===== src/rtl/display_scan_controller_if.sv =====
// Character-bank / display-drive bundle between the score logic and the scanner.
// The master side produces character codes and controls; the slave side is the scanner.
interface display_scan_controller_if #(
    parameter int NUM_DIGITS = 7,
    parameter int CHAR_W     = 7
);
    localparam int IDX_W = $clog2(NUM_DIGITS);

    logic [NUM_DIGITS*CHAR_W-1:0] chars;
    logic                         load;
    logic [NUM_DIGITS-1:0]        digit_en;
    logic [NUM_DIGITS-1:0]        blink_mask;
    logic [CHAR_W-1:0]            one_char;
    logic [NUM_DIGITS-1:0]        anode;
    logic [IDX_W-1:0]             digit_idx;
    logic                         frame_done;

    modport master (
        output chars, load, digit_en, blink_mask,
        input  one_char, anode, digit_idx, frame_done
    );

    modport slave (
        input  chars, load, digit_en, blink_mask,
        output one_char, anode, digit_idx, frame_done
    );
endinterface


===== src/rtl/display_scan_controller.sv =====
// Multiplexed seven-segment scanner: self-timed digit slots with dead-time,
// frame-synchronous double-buffered character bank, per-digit enable and blink.
module display_scan_controller #(
    parameter int               NUM_DIGITS       = 7,
    parameter int               CHAR_W           = 7,
    parameter int               PRESCALE         = 100000,
    parameter int               DEAD_CYCLES      = 4,
    parameter int               BLINK_FRAMES     = 64,
    parameter logic [CHAR_W-1:0] BLANK_CODE      = 7'h7F,
    parameter bit               ANODE_ACTIVE_LOW = 1'b1
) (
    input  logic                      clk,
    input  logic                      rst_n,
    display_scan_controller_if.slave  bus
);
    localparam int IDX_W = $clog2(NUM_DIGITS);
    localparam int PRE_W = $clog2(PRESCALE);
    localparam int FRM_W = (BLINK_FRAMES > 1) ? $clog2(BLINK_FRAMES) : 1;
    localparam int BUF_W = NUM_DIGITS * CHAR_W;
    localparam logic [NUM_DIGITS-1:0] ANODE_OFF =
        ANODE_ACTIVE_LOW ? {NUM_DIGITS{1'b1}} : {NUM_DIGITS{1'b0}};
    localparam logic [BUF_W-1:0] BLANK_BANK = {NUM_DIGITS{BLANK_CODE}};

    typedef enum logic {DEAD, DRIVE} state_t;

    state_t                 state_reg, state_next;
    logic [PRE_W-1:0]       prescaler_reg, prescaler_next;
    logic [PRE_W-1:0]       dead_cnt_reg, dead_cnt_next;
    logic [IDX_W-1:0]       digit_idx_reg, digit_idx_next;
    logic [BUF_W-1:0]       active_reg, active_next;
    logic [BUF_W-1:0]       shadow_reg, shadow_next;
    logic                   pending_reg, pending_next;
    logic [FRM_W-1:0]       frame_cnt_reg, frame_cnt_next;
    logic                   blink_phase_reg, blink_phase_next;
    logic [CHAR_W-1:0]      one_char_reg, one_char_next;
    logic [NUM_DIGITS-1:0]  anode_reg, anode_next;
    logic                   frame_done_reg;

    logic                   tick;
    logic                   wrap;
    logic                   visible;
    logic [NUM_DIGITS-1:0]  drive_sel;
    logic [CHAR_W-1:0]      active_char [NUM_DIGITS];

    assign tick = (prescaler_reg == PRE_W'(PRESCALE - 1));
    assign wrap = tick && (digit_idx_reg == IDX_W'(NUM_DIGITS - 1));

    // Timing, slot sequencing and the frame-synchronous buffer swap.
    always_comb begin
        prescaler_next   = tick ? '0 : prescaler_reg + 1'b1;
        state_next       = state_reg;
        dead_cnt_next    = dead_cnt_reg;
        digit_idx_next   = digit_idx_reg;
        active_next      = active_reg;
        shadow_next      = shadow_reg;
        pending_next     = pending_reg;
        frame_cnt_next   = frame_cnt_reg;
        blink_phase_next = blink_phase_reg;

        if (tick) begin
            digit_idx_next = wrap ? '0 : digit_idx_reg + 1'b1;
            dead_cnt_next  = '0;
            state_next     = (DEAD_CYCLES == 0) ? DRIVE : DEAD;
        end else if (state_reg == DEAD) begin
            dead_cnt_next = dead_cnt_reg + 1'b1;
            if (DEAD_CYCLES == 0 || dead_cnt_reg == PRE_W'(DEAD_CYCLES - 1))
                state_next = DRIVE;
        end

        // A load coinciding with the frame wrap bypasses the shadow stage.
        if (bus.load && wrap) begin
            active_next  = bus.chars;
            shadow_next  = bus.chars;
            pending_next = 1'b0;
        end else if (bus.load) begin
            shadow_next  = bus.chars;
            pending_next = 1'b1;
        end else if (wrap && pending_reg) begin
            active_next  = shadow_reg;
            pending_next = 1'b0;
        end

        if (wrap) begin
            if (frame_cnt_reg == FRM_W'(BLINK_FRAMES - 1)) begin
                frame_cnt_next   = '0;
                blink_phase_next = ~blink_phase_reg;
            end else begin
                frame_cnt_next = frame_cnt_reg + 1'b1;
            end
        end
    end

    for (genvar gi = 0; gi < NUM_DIGITS; gi++) begin : g_digit
        assign active_char[gi] = active_next[gi*CHAR_W +: CHAR_W];
        assign drive_sel[gi]   = (digit_idx_next == IDX_W'(gi));
    end

    // Outputs are registered from the next-cycle view so they line up with the slot state.
    always_comb begin
        visible = (state_next == DRIVE) && bus.digit_en[digit_idx_next] &&
                  !(bus.blink_mask[digit_idx_next] && blink_phase_next);
        anode_next    = ANODE_OFF;
        one_char_next = BLANK_CODE;
        if (visible) begin
            anode_next    = ANODE_ACTIVE_LOW ? ~drive_sel : drive_sel;
            one_char_next = active_char[digit_idx_next];
        end
    end

    always_ff @(posedge clk or negedge rst_n) begin
        if (!rst_n) begin
            state_reg       <= DEAD;
            prescaler_reg   <= '0;
            dead_cnt_reg    <= '0;
            digit_idx_reg   <= '0;
            active_reg      <= BLANK_BANK;
            shadow_reg      <= BLANK_BANK;
            pending_reg     <= 1'b0;
            frame_cnt_reg   <= '0;
            blink_phase_reg <= 1'b0;
            one_char_reg    <= BLANK_CODE;
            anode_reg       <= ANODE_OFF;
            frame_done_reg  <= 1'b0;
        end else begin
            state_reg       <= state_next;
            prescaler_reg   <= prescaler_next;
            dead_cnt_reg    <= dead_cnt_next;
            digit_idx_reg   <= digit_idx_next;
            active_reg      <= active_next;
            shadow_reg      <= shadow_next;
            pending_reg     <= pending_next;
            frame_cnt_reg   <= frame_cnt_next;
            blink_phase_reg <= blink_phase_next;
            one_char_reg    <= one_char_next;
            anode_reg       <= anode_next;
            frame_done_reg  <= wrap;
        end
    end

    assign bus.one_char   = one_char_reg;
    assign bus.anode      = anode_reg;
    assign bus.digit_idx  = digit_idx_reg;
    assign bus.frame_done = frame_done_reg;
endmodule


===== src/flat_wrapper.sv =====
// flat-port wrapper written by rule: the top's interface ports become plain ports
module display_scan_controller_flat 
#(
    parameter int               NUM_DIGITS       = 7,
    parameter int               CHAR_W           = 7,
    parameter int               PRESCALE         = 100000,
    parameter int               DEAD_CYCLES      = 4,
    parameter int               BLINK_FRAMES     = 64,
    parameter logic [CHAR_W-1:0] BLANK_CODE      = 7'h7F,
    parameter bit               ANODE_ACTIVE_LOW = 1'b1
)
  (clk, rst_n, bus_chars, bus_load, bus_digit_en, bus_blink_mask, bus_one_char, bus_anode, bus_digit_idx, bus_frame_done);
  display_scan_controller_if #(.NUM_DIGITS(NUM_DIGITS), .CHAR_W(CHAR_W)) bus_i ();
  input  logic clk;
  input  logic rst_n;
  input wire logic [$bits(bus_i.chars)-1:0] bus_chars;
  input wire logic [$bits(bus_i.load)-1:0] bus_load;
  input wire logic [$bits(bus_i.digit_en)-1:0] bus_digit_en;
  input wire logic [$bits(bus_i.blink_mask)-1:0] bus_blink_mask;
  output wire logic [$bits(bus_i.one_char)-1:0] bus_one_char;
  output wire logic [$bits(bus_i.anode)-1:0] bus_anode;
  output wire logic [$bits(bus_i.digit_idx)-1:0] bus_digit_idx;
  output wire logic [$bits(bus_i.frame_done)-1:0] bus_frame_done;
  assign bus_i.chars = bus_chars;
  assign bus_i.load = bus_load;
  assign bus_i.digit_en = bus_digit_en;
  assign bus_i.blink_mask = bus_blink_mask;
  assign bus_one_char = bus_i.one_char;
  assign bus_anode = bus_i.anode;
  assign bus_digit_idx = bus_i.digit_idx;
  assign bus_frame_done = bus_i.frame_done;
  display_scan_controller #(.NUM_DIGITS(NUM_DIGITS), .CHAR_W(CHAR_W), .PRESCALE(PRESCALE), .DEAD_CYCLES(DEAD_CYCLES), .BLINK_FRAMES(BLINK_FRAMES), .BLANK_CODE(BLANK_CODE), .ANODE_ACTIVE_LOW(ANODE_ACTIVE_LOW)) u_core (.clk(clk), .rst_n(rst_n), .bus(bus_i));
endmodule

===== config.mk =====
export PLATFORM = sky130hd
export DESIGN_NAME = display_scan_controller_flat
export DESIGN_NICKNAME = d
export VERILOG_FILES = /design/src/rtl/display_scan_controller_if.sv /design/src/rtl/display_scan_controller.sv /design/src/flat_wrapper.sv
export SDC_FILE = /design/constraint.sdc
export NUM_CORES = 1
export LEC_CHECK = 0
export ABC_AREA = 0
export BUFFER_PORTS_ARGS = -buffer_cell sky130_fd_sc_hd__buf_2
export CAP_MARGIN = 30
export CORE_MARGIN = 4
export CORE_UTILIZATION = 59
export DETAILED_ROUTE_END_ITERATION = 10
export PLACE_DENSITY = 0.8
export SYNTH_ARGS = -nofsm -noshare
export SYNTH_HDL_FRONTEND = slang
export SYNTH_SLANG_ARGS = --single-unit

===== constraint.sdc =====
create_clock -name clk -period 7.4 [get_ports clk]
set_input_delay 0.74 -clock clk [delete_from_list [all_inputs] [get_ports clk]]
set_output_delay 0.74 -clock clk [all_outputs]
set_load 0.02 [all_outputs]

## Word-level counts from Yosys, hierarchy flattened

Index checks and enable logic that the tools add are counted.

| storage, ports and cells | value |
|---|---|
| flip-flop bits (word level) | 159 |
| input bits | 66 |
| logic and storage cells | 70 |

| operators by class | value |
|---|---|
| equal/unequal tests | 11 |
| order comparisons | 2 |
| reduce and logical (&&, ||, !) cells | 10 |
| bitwise gates (word level) | 3 |
| $add $sub $neg | 4 |
| muxes and demuxes | 28 |

Operators with widths:

| operator | count |
|---|---|
| $mux W49 | 5 |
| $mux W17 | 3 |
| $add A17 B1 Y17 const B | 2 |
| $mux W7 | 4 |
| $bmux W7 S3 | 1 |
| $eq A17 B17 Y1 const B | 1 |
| $eq A17 B2 Y1 const B | 1 |
| $eq A3 B3 Y1 const B | 4 |
| $mux W1 | 10 |
| $not A7 Y7 | 1 |
| $add A6 B1 Y6 const B | 1 |
| $bmux W1 S3 | 2 |
| $eq A3 B2 Y1 const B | 2 |
| $eq A6 B6 Y1 const B | 1 |
| $logic_and A1 B1 Y1 | 6 |
| $mux W3 | 2 |
| $mux W6 | 1 |
| $ge A4 B4 Y1 const B | 1 |
| $lt A3 B4 Y1 const B | 1 |
| $not A3 Y4 | 1 |
| $add A3 B1 Y3 const B | 1 |
| $eq A3 B1 Y1 const B | 1 |
| $logic_not A3 Y1 | 1 |
| $reduce_bool A3 Y1 | 1 |
| 4 further kinds | 4 |

## Logic depth before layout (Yosys ltp)

Gate-level depths: netlist of the first run.

| logic depth | value |
|---|---|
| depth after elaboration | 10 |
| depth in mapped cells | 11 |
| gate-level depth less buffers | 10 |

## Worst setup path after synthesis of the first run

OpenSTA, ideal clock, no wires.

| timing path | value |
|---|---|
| path kind | register to register |
| start | reg u_core.prescaler_reg[11] |
| end | reg u_core.one_char_reg[1] (netlist: u_core.bus.one_char[1]) |
| slack | 4.285 ns |
| path buffers | 1 |
| cell stages (with the launch flop) | 10 |
| library setup time | 0.104 ns |
| arrival time | 3.010 ns |
| cells stage by stage | dfrtp_1 or4_4 nor4_4 mux2i_1 inv_2 mux2i_1 mux2_2 a2111oi_4 buf_4 o32ai_1 |

| on the way | value |
|---|---|
| word-level cells in the longest chain between the ends | 10 |
| elaborated cells between the ends (all ways) | 24 |
| those cells by class | eq/ne (1); mux (15); bitwise (1); reduce/logical (7) |

RTL lines:

| what | RTL line | text |
|---|---|---|
| from (decl) | display_scan_controller.sv:27 | `logic [PRE_W-1:0] prescaler_reg, prescaler_next;` |
| from (signal assigned) | display_scan_controller.sv:126 | `prescaler_reg <= prescaler_next;` |
| $eq A17 B17 Y1 * | display_scan_controller.sv:45 | `assign tick = (prescaler_reg == PRE_W'(PRESCALE - 1));` |
| $logic_and A1 B1 Y1 | display_scan_controller.sv:46 | `assign wrap = tick && (digit_idx_reg == IDX_W'(NUM_DIGITS - 1));` |
| $logic_and A1 B1 Y1 or $mux W3 (tied branches) | display_scan_controller.sv:78, display_scan_controller.sv:61 |  |
| $mux W49 or $mux W3 (tied branches) | display_scan_controller.sv:78, display_scan_controller.sv:60 |  |
| $mux W49 or $bmux W1 S3 (tied branches) | display_scan_controller.sv:75, display_scan_controller.sv:101 |  |
| $mux W49 or $mux W1 (tied branches) | display_scan_controller.sv:71, display_scan_controller.sv:101 |  |
| $bmux W7 S3 or $logic_and A1 B1 Y1 (tied branches) | display_scan_controller.sv:106, display_scan_controller.sv:101 |  |
| $mux W7 (implied by the code) or $logic_not A1 Y1 (tied branches) | display_scan_controller.sv:106, display_scan_controller.sv:101 |  |
| $mux W7 (implied by the code) or $logic_and A1 B1 Y1 (tied branches) | display_scan_controller.sv:106, display_scan_controller.sv:100 |  |
| $mux W7 * | display_scan_controller.sv:104 | `if (visible) begin` |
| via u_core.one_char_next[1] | display_scan_controller.sv:35 | `logic [CHAR_W-1:0] one_char_reg, one_char_next;` |
| to (signal assigned) | display_scan_controller.sv:134 | `one_char_reg <= one_char_next;` |
| to (decl) | display_scan_controller.sv:35 |  |

The timed path passes the listed nets; every way through them passes the cells marked *. The select of a mux whose other input is x is not followed.
A chain may end at the register's enable or synchronous reset.

## Worst setup path in the final report of the first run

Ends and elaborated chain as after synthesis.

==> results of run 1 <==
==> critical path: stages, from the launching register on <==
cell       delay, ps
dfrtp_1          450
or4_4            610
nor4_4           290
buf_4            340
mux2i_1          240
buf_4            250
inv_2            190
mux2i_1          190
mux2_2           310
a2111oi_4        720
o32ai_1          240
==> path summary, 6_finish.rpt <==
path	end	slack, ps	from	depth (start not counted)
max	u_core.bus.one_char[1]	3440	u_core.prescaler_reg[11]	10
min	u_core.prescaler_reg[8]	340	rst_n	1
max reg2reg	u_core.bus.one_char[1]	3440	u_core.prescaler_reg[11]	10
min reg2reg	u_core.shadow_reg[8]	480	u_core.shadow_reg[8]	2
max in group asynchronous	u_core.bus.digit_idx[0]	5620	rst_n	2
min in group clk	u_core.shadow_reg[8]	480	u_core.shadow_reg[8]	2
==> synth_stat cells (2+ instances only) <==
master | n | area share (%)
a21oi_1 | 48 | 3.1
a221o_1 | 3 | 0.39
a41oi_1 | 5 | 0.56
and2_0 | 2 | 0.16
and2_1 | 2 | 0.16
and3_1 | 17 | 1.4
and4_1 | 3 | 0.34
buf_1 | 9 | 0.44
buf_2 | 2 | 0.13
clkbuf_1 | 28 | 1.4
dfrtp_1 | 47 | 15
dfstp_2 | 112 | 38
ha_1 | 5 | 0.81
inv_1 | 15 | 0.73
mux2_2 | 44 | 6.4
mux2i_1 | 16 | 2.1
nand2_1 | 63 | 3.1
nand2b_1 | 3 | 0.24
nand3_1 | 29 | 1.9
nand4_1 | 9 | 0.73
nand4b_1 | 11 | 1.2
nor2_1 | 97 | 4.7
nor3_1 | 10 | 0.65
nor4_1 | 8 | 0.65
nor4_4 | 2 | 0.55
nor4b_1 | 3 | 0.34
o211ai_1 | 5 | 0.48
o21a_1 | 4 | 0.39
o21ai_0 | 42 | 2.7
o221a_2 | 2 | 0.29
o221ai_1 | 2 | 0.23
o22ai_1 | 40 | 3.2
o32ai_1 | 2 | 0.23
or2_2 | 6 | 0.48
xnor2_1 | 11 | 1.2
xor2_1 | 22 | 2.5
==> layer usage <==
metal	up-vias	routed length (um)
met3	41	1480
met2	279	9760
li1	2867	-
met1	3157	8710
met4	0	524
met5	-	0
==> layout make-up <==
class,instances,area [um2],area share [%]
clock buffer,25,497,5.60
clock inverter,6,31.3,0.353
inverter,17,63.8,0.720
multi-input combinational,539,3420,38.6
sequential,159,4120,46.5
tap,172,215,2.43
timing repair buffer,94,520,5.87
==> cell families after synthesis <==
logic type,after synthesis,share of synthesized area [%]
xor+xnor,33,3.73
flops,159,53.1
mux,60,8.46
buf+inv,57,2.84
simple gates,274,17.6
compound gates,167,13.4
fa+ha+maj,5,0.807
==> power by group <==
group,total [mW],internal [mW],switching (mW)
logic,0.102,0.0452,0.0570
registers,0.943,0.926,0.0170
clock network,0.792,0.462,0.330
==> flow_summary_export.csv, run 1 <==
group,metric,value,unit
global_route,grt_use_met1,39.0,%
finish,fin_util,69.7,%
drt,ant_nets,0,
pwr,total_power,1.84,mW
global_route,grt_start_max_net_pins,88,
clock_network,clockBufferDepth,2,
sta,timing_hold_violations_final,0,
sta,finalSetupViolations,0,
finish,design_area,0.00887,mm2
finish,fin_cells,1012,
sta,rsz0062_at_grt,"no",
yosys,synth_warnings,0,
sta,tns,0,ps
finish,n_antenna_cell,0,
worst_setup_path,worstPathRequired,7700,ps
pwr,peakVddDrop,0.183,mV
global_route,grt_pass1_wl,33400,um
clock_network,cts_hold_buf,0,
yosys,synth-seq-area-share,53.1,%
clock_network,cts_htree_levels,4,
sta,slew_violations,0,
clock_network,cts-resized-gates,0,
floorplan,die-width,123,um
clock_network,clk_pin_slew_worst_paths,60,ps
yosys,syn_avg_cell_area,10.3,um2
global_route,antenna_found_initial,0,
clock_network,post-cts-setup-buffers,0,
sta,finalCritPeriodShare,53.5,%
sta,worst_pin_slew,1010,ps
run_status,outcome,"complete, no violations",
yosys,synth_cell_types,62,
sta,fmax,0.253,GHz
floorplan,start_util,60.9,%
floorplan,core,0.0127,mm2
finish,num-fill-cells,974,
yosys,async_flop_share,100,%
yosys,dominantRegCellSynth,"dfstp_2",
floorplan,die_h,123,um
sta,worst_hold_slack,341,ps
pwr,p_per_area,207,mW/mm2
finish,layout_common_cells,"112 x dfstp_2, 96 x nor2_1, 82 x buf_2",
finish,area_growth_syn_to_layout,14.4,%
drt,drt_iter0_drc,608,
placed_design,dp_hpwl,14200,um
drt,wl_per_cell,20.2,um
worst_setup_path,crit_arrival,4260,ps
placed_design,globalplace.congestion,0.892,
clock_network,clock-root-buffer,"clkbuf_16",
finish,final_common_cell,"dfstp_2",
finish,drive_above_1_share,35.0,%
drt,route.vias.total,6344,
yosys,synth_edf_count,0,
drt,drc_errors,0,
floorplan,ioPinCount,84,
clock_network,clkLatencyLatePin,420,ps
placed_design,place_area,0.00833,mm2
clock_network,clkSinkCount,159,
floorplan,die_area,0.0150,mm2
finish,nNetsFinal,899,
global_route,grt.busiest_layer,"met2",
global_route,grt_pass1_vias,6452,
sta,min_period,3960,ps
clock_network,cts_tree,"done",
drt,viasPerCell,6.27,
worst_setup_path,cp_max_fo,24,
worst_setup_path,crit_path_start_kind,"register",
global_route,grt_overflow,0,
global_route,met3_usage,6.64,%
min_path,hp-class,"primary input to async pin",
sta,finalClockSkew,10.4,ps
floorplan,rows,41,
global_route,grt_usage,28.8,%
yosys,netlist_area,0.00775,mm2
placed_design,port_buffers,83,
job,drv_cap,0,
yosys,synthesis.nets,826,
drt,first_pass_iters,7,
sta,worst_slack,3440,ps
worst_setup_path,crit_type,"register to register",
worst_setup_path,endpoint_kind,"register",
yosys,synth_cells,755,
pwr,p_leak,3.81,nW
yosys,ys_seq_elements,159,
placed_design,dp_slack,3120,ps
sta,maxSlewHeadroom,32.2,%
drt,routed_wl,20500,um
placed_design,dp_cells,980,
clock_network,cts_buffers,17,
global_route,grt.met2_usage,45.8,%
(Power assumes the default switching activity.)
==> run 2: changes to the inputs <==
ABC_AREA = 1   (was 0)
clock period = 3.7 ns   (was 7.4 ns; I/O delays follow)
==> run 2 against run 1 <==
Register-to-register slack got worse by 3100 ps; count of clock-buffer cells in the layout rose by 3; worst hold slack got worse by 280 ps; largest cell class unchanged.
==> flow_summary_export.csv, run 2 <==
group,metric,value,unit
placed_design,port_buffers,83,
placed_design,globalplace.congestion,0.855,
worst_setup_path,cp_max_fo,48,
worst_setup_path,cpMostUsedCell,"nand2_1",
worst_setup_path,r2r-start,"u_core.prescaler_reg[0]",
pwr,clkPwrFrac,44.2,%
run_status,outcome,"complete, no violations",
yosys,synthesis.nets,1054,
yosys,synth_warnings,0,
yosys,synth_edf_count,0,
clock_network,cts_htree_levels,4,
sta,worst_pin_slew,1080,ps
sta,finalCritPeriodShare,90.5,%
drt,wl_per_cell,15.8,um
floorplan,die_area,0.0156,mm2
drt,routed_wl,19500,um
pwr,seqPwrFrac,49.1,%
sta,min_period,3350,ps
finish,area_growth_syn_to_layout,13.9,%
worst_setup_path,crit_path_start_kind,"register",
placed_design,dp_hpwl,12500,um
yosys,synthTopCellsByArea,"dfstp_2 36%, dfrtp_1 15%, nand2_1 13%, nand3_1 7.8%, o21ai_0 4.5%",
yosys,ys_seq_elements,159,
worst_setup_path,worstPathRequired,4030,ps
sta,fmax,0.299,GHz
worst_setup_path,critPathLaunch,"u_core.prescaler_reg[0]",
floorplan,start_util,60.5,%
yosys,synth-seq-area-share,51.0,%
finish,layout_common_cells,"270 x nand2_1, 126 x nand3_1, 112 x dfstp_2",
drt,ant_nets,0,
clock_network,cts_buffers,17,
yosys,syn_avg_cell_area,8.21,um2
pwr,p_leak,4.36,nW
clock_network,clock-root-buffer,"clkbuf_16",
floorplan,die-width,125,um
yosys,synth_cell_types,39,
clock_network,cts-resized-gates,0,
clock_network,cts_tree,"done",
pwr,peakVddDrop,0.340,mV
worst_setup_path,endpoint_kind,"register",
floorplan,core,0.0133,mm2
sta,rsz0062_at_grt,"no",
drt,drt_iter0_drc,722,
worst_setup_path,crit_type,"register to register",
yosys,dominantRegCellSynth,"dfstp_2",
clock_network,clkSinkCount,159,
yosys,synth.top_cell.area_share,36.4,%
finish,design_area,0.00920,mm2
clock_network,cts_hold_buf,0,
drt,drc_errors,0,
worst_setup_path,cpMaxStageDelayCell,"nor2_2",
drt,viasPerCell,5.52,
finish,num-fill-cells,1093,
global_route,grt_usage,25.7,%
global_route,antenna_found_initial,0,
global_route,grt_pass1_vias,6582,
floorplan,rows,42,
clock_network,post-cts-setup-buffers,0,
pwr,netSwitchingFraction,22.5,%
pwr,p_int,3.05,mW
global_route,grt_overflow,0,
job,drv_cap,0,
yosys,synth_cells,983,
sta,timing_hold_violations_final,0,
worst_setup_path,max_stage_delay,500,ps
sta,finalSetupViolations,0,
sta,tns,0,ps
clock_network,clk_pin_slew_worst_paths,60,ps
finish,nNetsFinal,1123,
worst_setup_path,cp_top_family,"simple AND/OR/NAND/NOR gates",
finish,drive_above_1_share,25.7,%
drt,first_pass_iters,5,
finish,n_antenna_cell,0,
global_route,grt_start_max_net_pins,100,
pwr,p_per_area,427,mW/mm2
yosys,synth_commonest_cells,"270 x nand2_1, 126 x nand3_1, 112 x dfstp_2",
worst_setup_path,cp_num_buf_inv,1,
pwr,p_comb_share,6.7,%
clock_network,clockBufferDepth,2,
yosys,async_flop_share,100,%
sta,finalClockSkew,9.43,ps
min_path,hp-class,"primary input to async pin",
yosys,netlist_area,0.00807,mm2
placed_design,place_area,0.00861,mm2
worst_setup_path,path_cells,"ha_1, nand2_2, nor2_8, nand3_2, nor2_2, nand2_1, nor2_4, inv_2, nand3_1, nand2_1, nand2_1, nand2_1, o21ai_1, nand3_1",
sta,slew_violations,0,
global_route,grt_pass1_wl,32700,um
sta,maxSlewHeadroom,28.2,%
finish,final_common_cell,"nand2_1",
yosys,synth.largest_area_cell,"dfstp_2",
floorplan,ioPinCount,84,
floorplan,die_h,125,um
worst_setup_path,crit_arrival,3680,ps
pwr,switchingPower,0.884,mW
clock_network,clkLatencyLatePin,430,ps
pwr,total_power,3.93,mW
yosys,yosysMostFrequentCell,"nand2_1",
finish,fin_util,68.9,%
drt,route.vias.total,6850,
==> run 2: cell count changes after synthesis, sizes merged, moves of 32 or more <==
cell and change:
o21ai +34, nand2 +213, inv +86, and2 +43, nor2 -38, mux2 -44
o22ai -40, a21oi -32, nand3 +110
==> run 2: final timing paths <==
path / end / slack (ps) / cells past startpoint
worst max register to register: u_core.bus.one_char[6] / 350 / 14
worst min register to register: u_core.dead_cnt_reg[16] / 470 / 1
max in group asynchronous: u_core.shadow_reg[3] / 2760 / 2
min in group clk: u_core.shadow_reg[8] / 170 / 3
worst max-delay path: u_core.bus.one_char[6] / 350 / 14
worst min-delay path: u_core.dead_cnt_reg[7] / 60 / 1
==> run 2: layer usage <==
metal | global-route usage (%) | up-vias | wire (um)
met2 | 39.5 | 233 | 9160
met3 | 5.76 | 30 | 1320
met5 | 0 | - | 0
met1 | 37.3 | 3273 | 8720
li1 | - | 3314 | -
met4 | 7.14 | 0 | 343
==> run 2: area by class of cell <==
type / count / area (um2) / area share, %
clock buffer: 28 / 538 / 5.85
timing repair buffer: 93 / 522 / 5.67
sequential: 159 / 4120 / 44.8
inverter: 102 / 383 / 4.16
multi-input combinational: 679 / 3370 / 36.6
tap: 176 / 220 / 2.39
clock inverter: 4 / 47.5 / 0.517
==> run 2: power groups by stage <==
stage	logic, mW	clock network, mW	registers (mW)
after global routing	0.301	1.83	1.94
after global placement	0.251	0	1.95
after floorplan	0.142	0	1.95
after detailed placement	0.260	0	1.95
after CTS	0.264	1.75	1.93
final	0.262	1.74	1.93
==> run 2: cell families (layout without fill, tap and decap cells) <==
| family | after synthesis | count (layout) | share of synthesized area, % |
|---|---|---|---|
| simple gates | 567 | 567 | 33.5 |
| flops | 159 | 159 | 51.0 |
| buf+inv | 145 | 227 | 7.33 |
| compound gates | 98 | 98 | 6.45 |
| xor+xnor | 9 | 9 | 0.976 |
| fa+ha+maj | 5 | 5 | 0.775 |
==> run 2: through the flow <==
stage / std cells / hold WS (ps) / setup WS [ps]
2_1_floorplan: 983 / 74.4 / 1470
3_3_place_gp: 1209 / 441 / 588
3_5_place_dp: 1209 / 462 / 374
4_1_cts: 1241 / 84.8 / 363
5_1_grt: 1241 / 122 / 43.8
6_report: 1241 / 59.3 / 353
==> run 3: changes to the inputs <==
CORE_ASPECT_RATIO = 1.4   (was not set)
clock period = 3.25 ns   (was 3.7 ns; I/O delays follow)
==> run 3 against run 2 <==
Count of clock-buffer cells in the layout down 3; global-route usage up 1.0 points; critical endpoint is now u_core.bus.one_char[0]; combinational power up 14%; critical path type unchanged; via count up 1.5%; register-to-register slack better by 190 ps; worst hold slack better by 52 ps; routed wire length up 3.0%; final area up 0.64%; highest routed layer unchanged.
==> flow_summary_export.csv, run 3 (synthesis results as in run 2) <==
group,metric,value,unit
run_status,outcome,"complete, no violations",
sta,timing_hold_violations_final,0,
global_route,grt_start_max_net_pins,117,
worst_setup_path,crit_arrival,3080,ps
worst_setup_path,max_stage_delay,430,ps
worst_setup_path,path_cells,"ha_1, nand2_2, nor2_8, nand3_2, nor2_2, buf_4, nand2_1, o21ai_4, inv_2, nor2_4, nand3_1, nand2_1, o21ai_0, nand3_1",
sta,worst_pin_slew,1010,ps
clock_network,clock-root-buffer,"clkbuf_16",
clock_network,clk_pin_slew_worst_paths,60,ps
clock_network,cts_buffers,17,
sta,finalClockSkew,8.45,ps
floorplan,die_h,146,um
drt,drt-met1-wl,7840,um
worst_setup_path,endpoint_kind,"register",
sta,slew_violations,0,
sta,min_period,2700,ps
floorplan,core,0.0134,mm2
global_route,grt_overflow,0,
drt,first_pass_iters,6,
placed_design,port_buffers,83,
drt,routed_wl,20100,um
drt,ant_nets,0,
global_route,antenna_found_initial,0,
clock_network,cts_htree_levels,4,
drt,drt_iter0_drc,544,
floorplan,start_util,60.3,%
clock_network,clkSinkCount,159,
clock_network,cts-resized-gates,0,
finish,n_antenna_cell,0,
placed_design,globalplace.congestion,0.878,
worst_setup_path,cp_max_fo,16,
clock_network,clockBufferDepth,2,
drt,route.vias.total,6955,
floorplan,ioPinCount,84,
drt,drc_errors,0,
clock_network,cts_tree,"done",
sta,tns,0,ps
finish,final_common_cell,"nand2_1",
job,drv_cap,0,
global_route,grt_pass1_wl,33200,um
min_path,hold_depth,2,
drt,viasPerCell,5.55,
worst_setup_path,cp_top_family,"simple AND/OR/NAND/NOR gates",
pwr,p_leak,4.40,nW
worst_setup_path,cp.depth,14,
global_route,grt_pass1_vias,6923,
floorplan,rows,50,
drt,dr_wl_met3,1120,um
placed_design,dp_hpwl,13600,um
finish,nNetsFinal,1130,
worst_setup_path,worstPathRequired,3620,ps
sta,finalSetupViolations,0,
drt,dr.max_layer_used,"met4",
worst_setup_path,r2r_cells,14,
worst_setup_path,crit_type,"register to register",
floorplan,die-width,107,um
sta,finalCritPeriodShare,83.2,%
worst_setup_path,crit_path_start_kind,"register",
sta,rsz0062_at_grt,"no",
min_path,hp-class,"primary input to register",
floorplan,die_area,0.0156,mm2
global_route,grt_usage,26.8,%
pwr,p_per_area,483,mW/mm2
sta,maxSlewHeadroom,32.7,%
worst_setup_path,cp_num_buf_inv,2,
finish,drive_above_1_share,26.3,%
pwr,total_power,4.47,mW
clock_network,clkLatencyLatePin,430,ps
pwr,peakVddDrop,0.377,mV
drt,route.met2.wl,10500,um
finish,layout_common_cells,"270 x nand2_1, 126 x nand3_1, 112 x dfstp_2",
finish,area_growth_syn_to_layout,14.6,%
worst_setup_path,cpMaxStageDelayCell,"nor2_4",
sta,fmax,0.370,GHz
clock_network,post-cts-setup-buffers,0,
drt,wl_per_cell,16.1,um
-- run 3: worst reg2reg max path: stages, from the launching register on --
cell and delay (ps):
dfrtp_1 370, ha_1 210, nand2_2 100, nor2_8 150
nand3_2 110, nor2_2 180, buf_4 220, nand2_1 100
o21ai_4 120, inv_2 130, nor2_4 430, nand3_1 190
nand2_1 130, o21ai_0 110, nand3_1 90
-- run 3: cell type report --
class	instances	area, um2
Fill cell	1114	4130
Sequential cell	159	4120
Multi-Input combinational cell	679	3370
Timing Repair Buffer	100	564
Clock buffer	25	551
Inverter	102	383
Tap cell	182	228
Clock inverter	7	43.8
-- run 3: path summary, 6_finish.rpt --
path                                         start                 endpoint  slack, ps
min in group asynchronous                    rst_n  u_core.prescaler_reg[8]        520
setup / recovery           u_core.prescaler_reg[0]   u_core.bus.one_char[0]        550
max in group asynchronous                    rst_n    u_core.shadow_reg[37]       1810
setup reg to reg           u_core.prescaler_reg[0]   u_core.bus.one_char[0]        550
hold reg to reg            u_core.prescaler_reg[0]  u_core.prescaler_reg[0]        470
hold / removal                            bus_load     u_core.shadow_reg[6]        110
-- run 3: layer usage --
metal,up-vias,GRT usage (%)
met4,0,11.6
met1,3320,33.1
met3,55,4.95
met2,258,45.6
li1,3322,-
met5,-,0
-- run 3: stage by stage --
stage	utilization [%]	hold WS, ps	cell area, um2	cells	worst slack [ps]
3_3_place_gp	64.6	431	8650	1221	657
4_1_cts	69.1	97.2	9260	1254	560
5_1_grt	69.1	117	9260	1254	349
6_report	69.1	111	9260	1254	546
2_1_floorplan	-	29.4	8070	983	1020
3_5_place_dp	64.6	435	8650	1221	579
-- run 3: timing repair --
action	in CTS	in global routing
setup endpoints to repair	0	0
hold buffers	1	0
endpoints found under the hold margin	44	0
-- run 3: where the power goes --
part	switching [mW]	internal, mW	total, mW
logic	0.185	0.113	0.298
registers	0.0444	2.15	2.20
clock network	0.800	1.18	1.98
total	1.03	3.44	4.47
